--- src/rtl/asmd_pkg.sv ---
// Shared definitions for the multiplier arbiter: FSM state encodings,
// default parameter values and a small helper for index widths.
// No ports; imported by asmd_mult_arbiter and rr_arbiter.
package asmd_pkg;

    localparam int DEF_WORD_LENGTH  = 4;
    localparam int DEF_NUM_REQ      = 4;
    localparam int DEF_BUSY_TIMEOUT = 8;

    // Arbiter job states, one job in flight at a time
    typedef enum logic [2:0] {
        IDLE      = 3'd0,
        ISSUE     = 3'd1,
        WAIT_BUSY = 3'd2,
        WAIT_DONE = 3'd3,
        RESP      = 3'd4
    } state_t;

    // Width of an index into n requesters; never narrower than one bit
    function automatic int idxWidth(input int n);
        return (n > 1) ? $clog2(n) : 1;
    endfunction

endpackage

--- src/rtl/rr_arbiter.sv ---
// Combinational round-robin selector.
// Ports:
//   req        - per-requester request bits
//   last_grant - index of the most recently granted requester
//   grant      - one-hot winner: first set req bit strictly after last_grant,
//                wrapping from num_req-1 to 0; all zero when req is zero
module rr_arbiter
    import asmd_pkg::*;
#(
    parameter  int num_req = DEF_NUM_REQ,
    localparam int IDW     = idxWidth(num_req)
) (
    input  logic [num_req-1:0] req,
    input  logic [IDW-1:0]     last_grant,
    output logic [num_req-1:0] grant
);

    logic [IDW-1:0] idx;
    logic           found;

    // Walk the requesters starting one past the last winner. The last
    // offset lands back on last_grant itself, so a lone requester is
    // re-granted without any extra cycle.
    always_comb begin
        grant = '0;
        found = 1'b0;
        idx   = '0;
        for (int off = 1; off <= num_req; off++) begin
            idx = IDW'((int'(last_grant) + off) % num_req);
            if (!found && req[idx]) begin
                grant[idx] = 1'b1;
                found      = 1'b1;
            end
        end
    end

endmodule

--- src/rtl/asmd_mult_arbiter.sv ---
// Shares one external multiplier among num_req requesters.
// Ports:
//   clk, reset            - clock and asynchronous active-low reset
//   req_valid/word0/word1 - per-requester request and flattened operands
//   req_grant             - one-hot pulse when a request is accepted
//   resp_valid/product/err- one-hot result pulse, product, timeout flag
//   busy                  - high whenever a job is in progress
//   mult_*                - handshake with the shared multiplier
module asmd_mult_arbiter
    import asmd_pkg::*;
#(
    parameter int word_length  = DEF_WORD_LENGTH,
    parameter int num_req      = DEF_NUM_REQ,
    parameter int busy_timeout = DEF_BUSY_TIMEOUT
) (
    input  logic                           clk,
    input  logic                           reset,
    input  logic [num_req-1:0]             req_valid,
    input  logic [num_req*word_length-1:0] req_word0,
    input  logic [num_req*word_length-1:0] req_word1,
    output logic [num_req-1:0]             req_grant,
    output logic [num_req-1:0]             resp_valid,
    output logic [2*word_length-1:0]       resp_product,
    output logic                           resp_err,
    output logic                           busy,
    output logic                           mult_start,
    output logic [word_length-1:0]         mult_word0,
    output logic [word_length-1:0]         mult_word1,
    input  logic                           mult_ready,
    input  logic [2*word_length-1:0]       mult_product
);

    localparam int IDW = idxWidth(num_req);
    localparam int CW  = $clog2(busy_timeout + 1);

    state_t                   state_q, state_d;
    logic [IDW-1:0]           id_q, id_d;
    logic [IDW-1:0]           lastGrant_q, lastGrant_d;
    logic [word_length-1:0]   opA_q, opA_d;
    logic [word_length-1:0]   opB_q, opB_d;
    logic [2*word_length-1:0] product_q, product_d;
    logic                     err_q, err_d;
    logic [CW-1:0]            count_q, count_d;

    logic [num_req-1:0]       grantOneHot;
    logic [IDW-1:0]           winnerIdx;
    logic [word_length-1:0]   winA, winB;

    rr_arbiter #(.num_req(num_req)) u_rr (
        .req        (req_valid),
        .last_grant (lastGrant_q),
        .grant      (grantOneHot)
    );

    // Turn the one-hot winner into an index and pick out its operand slices
    always_comb begin
        winnerIdx = '0;
        winA      = '0;
        winB      = '0;
        for (int i = 0; i < num_req; i++) begin
            if (grantOneHot[i]) begin
                winnerIdx = IDW'(i);
                winA      = req_word0[i*word_length +: word_length];
                winB      = req_word1[i*word_length +: word_length];
            end
        end
    end

    // State and job registers; reset lands in IDLE with requester 0 next
    always_ff @(posedge clk or negedge reset) begin
        if (!reset) begin
            state_q     <= IDLE;
            id_q        <= '0;
            lastGrant_q <= IDW'(num_req - 1);
            opA_q       <= '0;
            opB_q       <= '0;
            product_q   <= '0;
            err_q       <= 1'b0;
            count_q     <= '0;
        end else begin
            state_q     <= state_d;
            id_q        <= id_d;
            lastGrant_q <= lastGrant_d;
            opA_q       <= opA_d;
            opB_q       <= opB_d;
            product_q   <= product_d;
            err_q       <= err_d;
            count_q     <= count_d;
        end
    end

    // Next-state logic. A job is accepted only when the multiplier is idle;
    // WAIT_BUSY waits for the multiplier to acknowledge the start by dropping
    // ready and gives up after busy_timeout cycles, WAIT_DONE waits without
    // limit for the result.
    always_comb begin
        state_d     = state_q;
        id_d        = id_q;
        lastGrant_d = lastGrant_q;
        opA_d       = opA_q;
        opB_d       = opB_q;
        product_d   = product_q;
        err_d       = err_q;
        count_d     = count_q;
        case (state_q)
            IDLE: begin
                if (mult_ready && (req_valid != '0)) begin
                    id_d        = winnerIdx;
                    lastGrant_d = winnerIdx;
                    opA_d       = winA;
                    opB_d       = winB;
                    err_d       = 1'b0;
                    count_d     = '0;
                    state_d     = ISSUE;
                end
            end
            ISSUE: begin
                count_d = '0;
                state_d = WAIT_BUSY;
            end
            WAIT_BUSY: begin
                if (!mult_ready) begin
                    state_d = WAIT_DONE;
                end else if (count_q == CW'(busy_timeout - 1)) begin
                    err_d     = 1'b1;
                    product_d = '0;
                    state_d   = RESP;
                end else begin
                    count_d = count_q + 1'b1;
                end
            end
            WAIT_DONE: begin
                if (mult_ready) begin
                    product_d = mult_product;
                    state_d   = RESP;
                end
            end
            RESP: begin
                state_d = IDLE;
            end
            default: begin
                state_d = IDLE;
            end
        endcase
    end

    // Grant and response pulses are decoded from the state so they last
    // exactly one cycle and vanish immediately on reset
    always_comb begin
        req_grant  = '0;
        resp_valid = '0;
        if (state_q == ISSUE) begin
            req_grant[id_q] = 1'b1;
        end
        if (state_q == RESP) begin
            resp_valid[id_q] = 1'b1;
        end
    end

    assign resp_product = (state_q == RESP) ? product_q : '0;
    assign resp_err     = (state_q == RESP) && err_q;
    assign busy         = (state_q != IDLE);
    assign mult_start   = (state_q == ISSUE);
    assign mult_word0   = opA_q;
    assign mult_word1   = opB_q;

endmodule
--- config.mk ---
export PLATFORM = sky130hd
export DESIGN_NAME = asmd_mult_arbiter
export DESIGN_NICKNAME = d
export VERILOG_FILES = /design/src/rtl/asmd_pkg.sv /design/src/rtl/rr_arbiter.sv /design/src/rtl/asmd_mult_arbiter.sv
export SDC_FILE = /design/constraint.sdc
export NUM_CORES = 1
export LEC_CHECK = 0
export CAP_MARGIN = 20
export CORE_UTILIZATION = 47
export CTS_BUF_LIST = sky130_fd_sc_hd__clkbuf_8
export CTS_CLUSTER_SIZE = 30
export DETAILED_ROUTE_END_ITERATION = 16
export GPL_ROUTABILITY_DRIVEN = 0
export GPL_TIMING_DRIVEN = 0
export PLACE_DENSITY = 0.83
export RECOVER_POWER = 50
export SLEW_MARGIN = 30
export SYNTH_ARGS = -nofsm -noshare
export SYNTH_HDL_FRONTEND = slang
export SYNTH_SLANG_ARGS = --single-unit
--- constraint.sdc ---
create_clock -name clk -period 3.3 [get_ports clk]
set_input_delay 0.66 -clock clk [delete_from_list [all_inputs] [get_ports clk]]
set_output_delay 0.66 -clock clk [all_outputs]
set_load 0.01 [all_outputs]
==> reports/qor_table.md <==
| Parameter | This run |
|---|---|
| Vert. Die Dim | 68.5 um |
| Die area | 0.00469 mm2 |
| Req. time, crit path | 3.47 ns |
| Sum Neg Setup Slack | 0 ns |
| Crit path DAT | 3.32 ns |
| Drt initial violations | 109 |
| Library cell occupying the most area in the post-synthesis netlist | sky130_fd_sc_hd__dfrtp_1 |
| Initial DRT Pass Iterations | 4 |
| Overflow left after global routing | 0 |
| Top-level I/O count | 74 |
| EDFF count, synth | 0 |
| Final setup vio count | 0 |
| Type of the tightest min-delay check | reg2reg |
| Synth Warn # | 0 |
| Violated checks | capacitance limit, slew limit |
| Endpoint class of the critical path | flip-flop |
| Net Count, Synth | 272 |
| Layout cell share with drive strength beyond 1 | 12.8% |
| Sink Count | 28 |
| Final max-slew violation count | 29 |
| Post-detailed-route DRC marker count | 0 |
| Syn-to-layout area delta | 43.5% |
| Final critical-path required period | 3.16 ns |
| Tot GR Track Use | 24.2% |
| Initial standard-cell utilization of the core | 50.5% |
| Port-buffer cells | 73 |
| Worst-case headroom to the max-slew limit | -2.98% |
| Final HPWL DP | 3970 um |
| Netlist cell types | 51 |
| Final net count | 354 |
| Unrepaired setup endpoints after global routing | no |
| Transition time at the pin with the least slew margin | 1.54 ns |
| Clock tree root buffer cell | sky130_fd_sc_hd__clkbuf_8 |
| Maximum achievable frequency | 317 MHz |
| Most instantiated flip-flop cell in the synthesis netlist | sky130_fd_sc_hd__dfrtp_1 |
| CTS clk-pin slew, worst paths | 0.10 ns |
| Depth of the most critical reg-to-reg path | 12 |
| Antenna-violating nets left | 0 |
| Number of synthesized register bits | 28 |
| Clock latency on the worst-skew pair | 0.28 ns |
| Startpoint type of the worst setup path | flip-flop |
| Leak | 1.20 nW |
| Die width | 68.5 um |
| Pin count of the biggest net entering global routing | 29 |
| Power density over the cells | 804 mW/mm2 |
| H-tree lvl count | 1 |
| Post-placement setup slack | -0.0181 ns |
| Wire length of the first global-routing pass | 8410 um |
| CP Max Fanout | 10 |
| Hold Vio Cnt, Final | 0 |
| Synthesized area divided by synthesized cell count | 9.62 um2 |
| Worst VDD drop | 0.434 mV |
| Netlist Area Pre-Place | 0.00208 mm2 |
| Sequential element share of the synthesized area | 33.8% |
| Smallest hold slack | 0.513 ns |
| Result of the run | finished, violations left |
| Initial antenna violation count | 0 |
| Final routed wirelength across all metal layers | 5420 um |
| Number of buffers on the longest clock path | 2 |
| Via/cell ratio | 5.71 |
| # Max-Cap Violations | 1 |
| Core area | 0.00412 mm2 |
| Smallest setup slack after layout | 0.144 ns |
| Number of global-route vias before repair | 1859 |
| Slowest Stage Delay on Critical Path | 0.60 ns |
| Total number of placement rows | 23 |
| Number of inserted diodes | 0 |
| CP bufs+invs | 5 |
| Cells traversed along the worst timing path | buf_6 -> inv_1 -> ha_2 -> or3b_2 -> a311oi_4 -> buf_4 -> a221oi_4 -> buf_12 -> buf_6 -> nand3_1 -> a31oi_1 -> a311o_1 |
| Fraction of synthesized cell area taken by the top area cell type | 31.3% |
| Period utilization | 95.6% |
| Count of cells along the worst hold path | 1 |
| Cell family contributing the most delay on the critical path | compound AO/OA/AOI/OAI gates |
| Via count | 1982 |
| Average wire per cell in the routed design | 15.6 um |
| Final Skew | 0.00380 ns |
| CTS tree | built |
| Worst path slowest cell | sky130_fd_sc_hd__dfstp_2 |
| Count of cell instances traversed by the critical path | 12 |
| Number of instances in the synthesized netlist | 216 |
| Post-synthesis async set-or-reset flop share | 100% |
| Final total power | 2.40 mW |
| Startpoint-to-endpoint class of the critical path | reg2reg |
| Dominant cells by area after synthesis | sky130_fd_sc_hd__dfrtp_1, sky130_fd_sc_hd__ha_1, sky130_fd_sc_hd__a311o_1 |
| Number of buffers created by CTS | 3 |
| Most common cell on crit path | sky130_fd_sc_hd__buf_6 |
==> final cells by class <==
type | count | area [um2]
multi-input cells | 171 | 1300
fillers | 327 | 1130
clock buffers | 4 | 55.1
well taps | 50 | 62.6
repair buffers | 77 | 767
plain buffers | 10 | 71.3
flip-flops and latches | 28 | 703
inverters | 7 | 26.3
==> layout by cell type, fill, tap and decap left out, types with 2 or more instances in the layout <==
master	synthesis	routed
sky130_fd_sc_hd__clkdlybuf4s50_1	0	62
sky130_fd_sc_hd__dfrtp_1	26	26
sky130_fd_sc_hd__nand2_1	14	14
sky130_fd_sc_hd__nand2b_1	12	12
sky130_fd_sc_hd__o21ai_0	12	12
sky130_fd_sc_hd__nor2_1	10	10
sky130_fd_sc_hd__nand3_1	10	10
sky130_fd_sc_hd__dlygate4sd3_1	0	10
sky130_fd_sc_hd__and3_1	9	9
sky130_fd_sc_hd__a31oi_1	9	9
sky130_fd_sc_hd__a22o_1	8	8
sky130_fd_sc_hd__nand2b_2	8	8
sky130_fd_sc_hd__and2_1	8	8
sky130_fd_sc_hd__a311o_1	8	8
sky130_fd_sc_hd__ha_1	9	8
sky130_fd_sc_hd__clkbuf_1	6	7
sky130_fd_sc_hd__inv_1	6	6
sky130_fd_sc_hd__nor3_1	5	5
sky130_fd_sc_hd__o21ai_1	5	5
sky130_fd_sc_hd__a21oi_1	5	5
sky130_fd_sc_hd__clkbuf_8	0	4
sky130_fd_sc_hd__buf_6	3	3
sky130_fd_sc_hd__or3_1	3	3
sky130_fd_sc_hd__nor2b_1	3	3
sky130_fd_sc_hd__buf_4	0	3
sky130_fd_sc_hd__or3b_2	2	2
sky130_fd_sc_hd__nor3b_1	3	2
sky130_fd_sc_hd__nand3b_1	2	2
sky130_fd_sc_hd__mux4_2	2	2
sky130_fd_sc_hd__a221o_1	2	2
sky130_fd_sc_hd__a221oi_4	1	2
sky130_fd_sc_hd__dfstp_2	2	2
==> path summary, 6_finish.rpt <==
check / slack, ns / startpoint / to
min: 0.51 / product_q[7] / product_q[7]
max in group asynchronous: 1.66 / reset / state_q[2]
max reg2reg: 0.14 / lastGrant_q[0] / mult_word0[3]
min reg2reg: 0.51 / product_q[7] / product_q[7]
max: 0.14 / lastGrant_q[0] / mult_word0[3]
min in group asynchronous: 0.74 / reset / mult_word0[1]
==> per-layer routing <==
metal  track usage [%]  up-vias  share of wire [%]
met1              28.0      946                 43
li1                  -      971                  -
met3              4.93        5                6.1
met5                 0        -                  0
met4              7.29        0               0.90
met2              44.4       60                 50
==> registers in the layout, summed over array words and instances (netlist names) <==
register / count
count_q: 4
lastGrant_q: 2
id_q: 2
product_q: 8
mult_word0: 4
mult_word1: 4
err_q: 1
state_q: 3
==> report_power, final <==
group / internal (mW) / switching [mW] / leakage (nW)
Sequential: 0.491 / 0.109 / 0.351
Clock: 0.107 / 0.110 / 0.0288
Combinational: 0.775 / 0.806 / 0.823
==> worst register-to-register path, cell delays in order (launching register included) <==
cell and delay, ns:
sky130_fd_sc_hd__dfstp_2 0.60, sky130_fd_sc_hd__buf_6 0.16, sky130_fd_sc_hd__inv_1 0.11, sky130_fd_sc_hd__ha_2 0.34
sky130_fd_sc_hd__or3b_2 0.49, sky130_fd_sc_hd__a311oi_4 0.30, sky130_fd_sc_hd__buf_4 0.19, sky130_fd_sc_hd__a221oi_4 0.07
sky130_fd_sc_hd__buf_12 0.16, sky130_fd_sc_hd__buf_6 0.14, sky130_fd_sc_hd__nand3_1 0.08, sky130_fd_sc_hd__a31oi_1 0.09
sky130_fd_sc_hd__a311o_1 0.33
==> synth_stat cells (6+ instances only) <==
master and count:
sky130_fd_sc_hd__nand3_1 10, sky130_fd_sc_hd__and2_1 8, sky130_fd_sc_hd__ha_1 9, sky130_fd_sc_hd__nand2b_2 8
sky130_fd_sc_hd__nand2_1 14, sky130_fd_sc_hd__a22o_1 8, sky130_fd_sc_hd__nand2b_1 12, sky130_fd_sc_hd__nor2_1 10
sky130_fd_sc_hd__clkbuf_1 6, sky130_fd_sc_hd__a31oi_1 9, sky130_fd_sc_hd__and3_1 9, sky130_fd_sc_hd__dfrtp_1 26
sky130_fd_sc_hd__a311o_1 8, sky130_fd_sc_hd__o21ai_0 12, sky130_fd_sc_hd__inv_1 6
==> through the flow <==
stage | util (%) | std cells | instance area [um2]
after floorplan | - | 216 | 2080
after global placement | 69.8 | 339 | 2870
after detailed placement | 69.7 | 339 | 2870
after CTS | 71.0 | 343 | 2920
after global routing | 72.5 | 347 | 2980
final | 72.5 | 347 | 2980
==> what timing repair did <==
item                                    4_1_cts  5_1_grt
hold buffers                                  0        0
endpoints found under the setup margin        0        8
resized for setup                             0        2
setup buffers                                 0        4
==> kinds of logic after synthesis <==
kind of cell / share of synthesized area, %
fa+ha+maj: 5.42
buf+inv: 4.70
flops: 33.8
compound gates: 23.7
simple gates: 28.9
mux: 3.43
Note: power is estimated with default switching activity, not from simulation.
